File: config.mk
export PLATFORM = sky130hd
export DESIGN_NAME = instruction_encoder
export DESIGN_NICKNAME = d
export VERILOG_FILES = /design/src/rtl/instruction_encoder.sv
export SDC_FILE = /design/constraint.sdc
export NUM_CORES = 1
export LEC_CHECK = 0
export CAP_MARGIN = 10
export CORE_MARGIN = 10
export CORE_UTILIZATION = 40
export DETAILED_ROUTE_END_ITERATION = 10
export GPL_TIMING_DRIVEN = 0
export PLACE_DENSITY = 0.81
export SKIP_CTS_REPAIR_TIMING = 1
export SLEW_MARGIN = 25
export SYNTH_ARGS = -nofsm -noshare
export SYNTH_HDL_FRONTEND = slang
export SYNTH_SLANG_ARGS = --single-unit
File: constraint.sdc
create_clock -name clk -period 4.2 [get_ports clk]
set_input_delay 0.84 -clock clk [delete_from_list [all_inputs] [get_ports clk]]
set_output_delay 0.84 -clock clk [all_outputs]
set_load 0.02 [all_outputs]
File: src/rtl/instruction_encoder.sv
// Packs RV32I field records into instruction words and writes them to consecutive RAM word addresses.
// One record per cycle; the write strobe follows the accept by one cycle; in_ready is held low outside RUN.
module instruction_encoder (
  input  logic        clk,
  input  logic        rst,
  input  logic        start,
  input  logic [11:0] base_pc,
  input  logic        in_valid,
  output logic        in_ready,
  input  logic [2:0]  in_fmt,
  input  logic [6:0]  in_opcode,
  input  logic [2:0]  in_funct3,
  input  logic [6:0]  in_funct7,
  input  logic [4:0]  in_rd,
  input  logic [4:0]  in_rs1,
  input  logic [4:0]  in_rs2,
  input  logic [19:0] in_imm,
  input  logic [11:0] in_target,
  output logic        mem_we,
  output logic [11:0] mem_addr,
  output logic [31:0] mem_wdata,
  output logic [11:0] next_pc,
  output logic        err,
  output logic [11:0] err_addr,
  output logic        full
);

  typedef enum logic [1:0] {
    IDLE = 2'd0,
    RUN  = 2'd1,
    HALT = 2'd2,
    DONE = 2'd3
  } state_t;

  localparam logic [2:0] FMT_R = 3'd0;
  localparam logic [2:0] FMT_I = 3'd1;
  localparam logic [2:0] FMT_S = 3'd2;
  localparam logic [2:0] FMT_B = 3'd3;
  localparam logic [2:0] FMT_U = 3'd4;
  localparam logic [2:0] FMT_J = 3'd5;

  localparam logic [11:0] LAST_PC = 12'hFFF;

  state_t      state_q;
  state_t      state_d;
  logic        accept;
  logic        enc_bad;
  logic [31:0] enc_word;

  // Word-address delta; byte offset is delta<<2, so offset bit 0 is never stored.
  logic [11:0] delta;
  logic [12:1] off_b;
  logic [20:1] off_j;
  logic        b_in_range;

  assign delta      = in_target - next_pc;
  assign off_b      = {delta[10:0], 1'b0};
  assign off_j      = {{7{delta[11]}}, delta, 1'b0};
  assign b_in_range = (delta[11] == delta[10]);

  always_comb begin
    enc_word = '0;
    enc_bad  = 1'b0;
    case (in_fmt)
      FMT_R: enc_word = {in_funct7, in_rs2, in_rs1, in_funct3, in_rd, in_opcode};
      FMT_I: enc_word = {in_imm[11:0], in_rs1, in_funct3, in_rd, in_opcode};
      FMT_S: enc_word = {in_imm[11:5], in_rs2, in_rs1, in_funct3, in_imm[4:0], in_opcode};
      FMT_B: begin
        enc_word = {off_b[12], off_b[10:5], in_rs2, in_rs1, in_funct3,
                    off_b[4:1], off_b[11], in_opcode};
        enc_bad  = !b_in_range;
      end
      FMT_U: enc_word = {in_imm[19:0], in_rd, in_opcode};
      FMT_J: enc_word = {off_j[20], off_j[10:1], off_j[11], off_j[19:12], in_rd, in_opcode};
      default: enc_bad = 1'b1;
    endcase
  end

  always_ff @(posedge clk) begin
    if (rst) begin
      state_q <= IDLE;
    end else begin
      state_q <= state_d;
    end
  end

  always_comb begin
    state_d = state_q;
    if (start) begin
      state_d = RUN;
    end else if (accept) begin
      if (enc_bad) begin
        state_d = HALT;
      end else if (next_pc == LAST_PC) begin
        state_d = DONE;
      end
    end
  end

  always_comb begin
    in_ready = (state_q == RUN) && !start;
    accept   = in_valid && in_ready;
  end

  // A write latched on the previous edge is already on the bus, so start/error here cannot cancel it.
  always_ff @(posedge clk) begin
    if (rst) begin
      mem_we    <= 1'b0;
      mem_addr  <= '0;
      mem_wdata <= '0;
      next_pc   <= '0;
      err       <= 1'b0;
      err_addr  <= '0;
      full      <= 1'b0;
    end else begin
      mem_we <= accept && !enc_bad;
      if (start) begin
        next_pc <= base_pc;
        err     <= 1'b0;
        full    <= 1'b0;
      end else if (accept) begin
        if (enc_bad) begin
          err      <= 1'b1;
          err_addr <= next_pc;
        end else begin
          mem_addr  <= next_pc;
          mem_wdata <= enc_word;
          next_pc   <= next_pc + 12'd1;
          if (next_pc == LAST_PC) begin
            full <= 1'b1;
          end
        end
      end
    end
  end

endmodule

-- Word level (Yosys, flattened, before mapping)
Cells that the tools add are included.
- bits in latches: 0
- flip-flop bits (word level): 73
- memories kept: 0
- memory bits (writable): 0
- input port bits: 83
- ROM bits: 0
- output and inout port bits: 72
- word-level logic and storage cells: 50
- $lt $le $gt $ge: 0
- reduce and logical (&&, ||, !) cells: 19
- muxes and demuxes: 9
- shift operators: 0
- bitwise logic cells: 2
- multiply operators: 0
- div/mod/pow operators: 0
- $add $sub $neg: 2
- equality and inequality tests: 9
- operators with widths (operator ; count):
    $pmux 32 s6 ; 1
    $mux 12 ; 3
    $add 12x1->12 const B ; 1
    $eq 12x12->1 const B ; 1
    $sub 12x12->12 ; 1
    $reduce_and 3->1 ; 3
    $reduce_and 2->1 ; 4
    $eq 3x2->1 const B ; 2
    $eq 3x3->1 const B ; 2
    $reduce_or 5->1 ; 1
    $mux 2 ; 2
    $reduce_bool 2->1 ; 2
    $eq 3x1->1 const B ; 1
    $logic_and 1x1->1 ; 3
    $logic_not 1->1 ; 3
    $logic_not 3->1 ; 1
    $reduce_bool 3->1 ; 1
    $eq 2x1->1 const B ; 1
    $mux 1 ; 2
    $ne 2x2->1 const B ; 1
    $not 1->1 ; 2
    $pmux 1 s2 ; 1
    $reduce_or 2->1 ; 1
    $eq 1x1->1 ; 1

-- Logic depth before layout (Yosys ltp)
- depth in word-level cells: 7
- gate-level depth with buffers: 14
- gate-level depth less buffers: 12

-- Worst setup path after synthesis
OpenSTA, ideal clock, no wires.
- kind: in2reg
- from: in in_target[0]
- to: reg mem_wdata[27]
- buffers on the path: 2
- setup time: 86 ps
- path slack: 758 ps
- stages on the path: 14
- arrival time: 3357 ps
- data required time: 4114 ps
- cells stage by stage: inv_1 > ha_1 > inv_1 > fa_1 > a211oi_1 > o21bai_1 > and4_1 > o31a_1 > o2111ai_1 > and3_4 > buf_6 > clkbuf_1 > a21oi_1 > a211oi_1
- longest elaborated chain between the ends: 6
- elaborated cells on any way between the ends: 7
- classes of those cells: add/sub: 1; eq/ne: 1; mux: 2; bitwise: 1; reduce/logical: 2
- RTL lines (item ; RTL line ; source):
    from (decl) ; 18 ; input logic [11:0] in_target,
    $sub 12x12->12 * ; 56 ; assign delta = in_target - next_pc;
    $eq 1x1->1 ; 59 ; assign b_in_range = (delta[11] == delta[10]);
    $logic_not 1->1 ; 71 ; enc_bad = !b_in_range;
    $pmux 1 s2 ; 64 ; case (in_fmt)
    $not 1->1 (no source line) ; - ;
    $reduce_and 3->1 (no source line) ; - ;
    to (signal assigned) ; 127 ; mem_wdata <= enc_word;
    to (decl) ; 21 ; output logic [31:0] mem_wdata,
Mark *: on every way between the ends. The rest lies on a longest branch, timed or not.
A chain may end at the register's enable or synchronous reset.

-- Final worst setup path
- from: in in_target[0]
- to: reg next_pc[11]
- longest elaborated chain between the ends: 6
- RTL lines (item ; RTL line ; source):
    $sub 12x12->12 ; 56 ;
    $eq 1x1->1 ; 59 ;
    $logic_not 1->1 ; 71 ;
    $pmux 1 s2 ; 64 ;
    $ne 2x2->1 (no source line) ; - ;
    $reduce_and 2->1 (no source line) ; - ;
    to (signal assigned) ; 118 ; next_pc <= base_pc;
    to (signal assigned) ; 128 ; next_pc <= next_pc + 12'd1;
    to (decl) ; 22 ; output logic [11:0] next_pc,
Every way passes these cells.

==> impl_metrics.tcl <==
set metrics [dict create \
    run_status "completed" \
    initial_core_util_pct 41.18 \
    dieWidth_um 123.3 \
    dpl.cell_count 828 \
    cts_buffer_count 9 \
    cts.root.buffer_cell "sky130_fd_sc_hd__clkbuf_8" \
    p_per_area_mw_per_mm2 299.5 \
    clock_tree_from_tritoncts "yes" \
    synth_ff_type "sky130_fd_sc_hd__dfxtp_1" \
    path_clk_slew_ns 0.09 \
    dp_hpwl_um 13440 \
    cap_viol_max_count 0 \
    placed_instance_area_mm2 0.005942 \
    detailedRoute.firstIterationViolations 501 \
    leakagePower_uw 0.002108 \
    synth_nets 638 \
    crit_path_start_kind "input pin" \
    max_clock_freq_mhz 255.0 \
    min_period_ns 3.922 \
    grt_first_pass_wirelength_um 26850 \
    detail-route-antenna-nets 0 \
    first_global_vias 5202 \
    multi_input_area_mm2 0.002544 \
    grt_use_total_pct 21.95 \
    overall_die_area_mm2 0.01521 \
    met3_length_um 2160 \
    routed_wirelength_um 17220 \
    diodes 0 \
    seq_area_frac_synth_pct 34.22 \
    placement.io_buffers 150 \
    timing.critical_path.required_ns 4.42 \
    filler_cell_count 911 \
    cp_max_fo 10 \
    vias 5078 \
    timing.hold.ws_ns 0.4805 \
    syn_inst 542 \
    number_of_antenna_violations_at_the_first_check_in_global_routing 0 \
    topRoutingLayerUsed "met4" \
    power_frac_clock_pct 31.4 \
    total_congestion_overflow_after_global_routing 0 \
    detail_route.drc_violations 0 \
    final_non_filler_cell_total 843 \
    yosys-top-cells-area "sky130_fd_sc_hd__dfxtp_1 (34%), sky130_fd_sc_hd__a21oi_1 (9.4%), sky130_fd_sc_hd__o21ai_0 (6.1%)" \
    setup_viol 0 \
    power.sequential.fraction_pct 40.3 \
    core_mm2 0.01037 \
    yosysUniqueCellTypes 62 \
    pwr-share-comb_pct 28.3 \
    yosys_warnings 0 \
    worst_slew_margin_rel_pct 58.74 \
    async_reset_ff_share_pct 0 \
    p_sw_share_pct 33.87 \
    row_count 37 \
    holdCritPathClass "flop to flop" \
    layout.cell_area.non_filler_mm2 0.006153 \
    synth-seq-cells 73 \
    layout.area.seq_mm2 0.001461 \
    wl_met1_um 6439 \
    grt_setup_unrepaired "false" \
    timing_max_transition_violations_final 0 \
    drive_above_1_share_pct 5.658 \
    met2WireLength_um 8046 \
    h-tree-depth 3 \
    syn_area_per_cell_um2 7.879 \
    power.total_uw 1843 \
    internal_power_uw 1219 \
    final_hold_viol_count 0 \
    area_added_between_synthesis_and_finish_pct 44.10 \
    grt_max_degree 15 \
    critical_path_arrival_ns 4.15 \
    critPathKind "input pin to flop" \
    ctsLongestPathBuffers 2 \
    switching_power_of_the_nets_uw 624.2 \
    io-pin-count 155 \
    via_per_inst 6.024 \
    place_congestion 0.9407 \
    post-route-period-util_pct 93.37 \
    post_synth_instance_area_mm2 0.004270 \
    finalCoreUtilization_pct 59.34 \
    clock_sink_count 73 \
    worst_setup_path_end_kind "flop" \
    clk-insertion-delay-late_ns 0.36 \
    synth_area_leader_cell "sky130_fd_sc_hd__dfxtp_1" \
    worst_ir_drop_vdd_mv 0.1542 \
    fin_skew_ns 0.007759 \
    die_h_um 123.3 \
    net_total_in_the_final_layout 798 \
    initial_drt_pass_iterations 6 \
    synth_edf_count 0 \
    synth.top_cell.area_share_pct 34.22 \
    routedWlPerCell_um 20.42 \
    tightest_slew_ns 0.6142 \
]
[critical path, stage by stage]
cell	delay [ns]
sky130_fd_sc_hd__clkdlybuf4s50_1	0.40
sky130_fd_sc_hd__inv_1	0.07
sky130_fd_sc_hd__ha_1	0.16
sky130_fd_sc_hd__inv_1	0.05
sky130_fd_sc_hd__fa_1	0.43
sky130_fd_sc_hd__a211oi_1	0.23
sky130_fd_sc_hd__o21bai_1	0.14
sky130_fd_sc_hd__and4_1	0.25
sky130_fd_sc_hd__o31a_1	0.27
sky130_fd_sc_hd__o2111ai_1	0.25
sky130_fd_sc_hd__nand3_1	0.15
sky130_fd_sc_hd__buf_4	0.21
sky130_fd_sc_hd__nor2_4	0.23
sky130_fd_sc_hd__buf_2	0.30
sky130_fd_sc_hd__o221ai_1	0.14
[per-stage QoR]
stage | setup slack, ns | setup TNS [ns]
floorplan | 0.7579 | 0
global placement | -0.1307 | -1.997
detailed placement | -0.2146 | -3.913
CTS | 0.1571 | 0
global route | 0.04639 | 0
finish | 0.2784 | 0
[logic make-up (layout without fill, tap and decap cells)]
logic type,Yosys count,in the layout,synth area share [%]
compound gates,217,217,32.61
xor+xnor,8,8,1.641
fa+ha+maj,13,13,3.985
buf+inv,68,233,6.475
flops,73,73,34.22
mux,8,8,1.875
simple gates,155,155,19.19
[Yosys cell counts (6+ instances only)]
| master | count |
|---|---|
| sky130_fd_sc_hd__a21oi_1 | 80 |
| sky130_fd_sc_hd__dfxtp_1 | 73 |
| sky130_fd_sc_hd__o21ai_0 | 52 |
| sky130_fd_sc_hd__clkbuf_1 | 36 |
| sky130_fd_sc_hd__nand2_1 | 29 |
| sky130_fd_sc_hd__nand3_1 | 29 |
| sky130_fd_sc_hd__a211oi_1 | 22 |
| sky130_fd_sc_hd__nor2_1 | 20 |
| sky130_fd_sc_hd__inv_1 | 17 |
| sky130_fd_sc_hd__a311oi_1 | 15 |
| sky130_fd_sc_hd__nor2b_1 | 15 |
| sky130_fd_sc_hd__ha_1 | 12 |
| sky130_fd_sc_hd__nor3_1 | 12 |
| sky130_fd_sc_hd__and3_1 | 11 |
| sky130_fd_sc_hd__buf_2 | 8 |
| sky130_fd_sc_hd__mux2i_1 | 8 |
| sky130_fd_sc_hd__nand4_1 | 8 |
| sky130_fd_sc_hd__xnor2_1 | 6 |
[final cells by class]
type	instances	area share, %
Tap cell	136	2.765
Inverter	18	1.098
Timing Repair Buffer	150	24.40
Clock buffer	9	2.013
Buffer	49	3.355
Multi-Input combinational cell	401	41.34
Clock inverter	7	1.281
Sequential cell	73	23.75
[power groups by stage]
| stage | Combinational (uW) | Clock (uW) | Sequential [uW] |
|---|---|---|---|
| 6_report | 521 | 580 | 742 |
| 3_3_place_gp | 493 | 0 | 756 |
| 3_5_place_dp | 507 | 0 | 756 |
| 4_1_cts | 511 | 577 | 740 |
| 5_1_grt | 560 | 607 | 744 |
| 2_1_floorplan | 263 | 0 | 775 |
[state kept, by name, indices dropped and copies added, names as in the netlist]
register / cells
full: 1
mem_we: 1
mem_addr: 12
err: 1
state_q: 2
next_pc: 12
mem_wdata: 32
err_addr: 12
[layer usage]
layer  vias up  track usage, %
met3        53           7.110
met4         0           8.952
met5         -               0
li1       2342               -
met2       307           36.05
met1      2376           25.93
[cells in the final DEF, fill, tap and decap left out, types with 6 or more instances in the layout]
master,count
sky130_fd_sc_hd__clkdlybuf4s50_1,150
sky130_fd_sc_hd__nor2_1,20
sky130_fd_sc_hd__clkbuf_1,34
sky130_fd_sc_hd__clkbuf_8,9
sky130_fd_sc_hd__nor3_1,12
sky130_fd_sc_hd__o21ai_0,52
sky130_fd_sc_hd__a211oi_1,22
sky130_fd_sc_hd__inv_1,17
sky130_fd_sc_hd__a311oi_1,15
sky130_fd_sc_hd__mux2i_1,8
sky130_fd_sc_hd__and3_1,11
sky130_fd_sc_hd__nor2b_1,15
sky130_fd_sc_hd__nand3_1,29
sky130_fd_sc_hd__nand2_1,29
sky130_fd_sc_hd__dfxtp_1,73
sky130_fd_sc_hd__xnor2_1,6
sky130_fd_sc_hd__buf_2,8
sky130_fd_sc_hd__ha_1,12
sky130_fd_sc_hd__a21oi_1,80
sky130_fd_sc_hd__nand4_1,8
[path summary, 6_finish.rpt]
kind	start	endpoint	slack, ns	cells past startpoint
hold reg to reg	err_addr[4]	err_addr[4]	0.48	2
setup / recovery	in_target[0]	next_pc[11]	0.28	15
hold / removal	err_addr[4]	err_addr[4]	0.48	2
setup reg to reg	next_pc[0]	next_pc[11]	0.60	13
No activity file was read; power rests on OpenSTA's default activity.
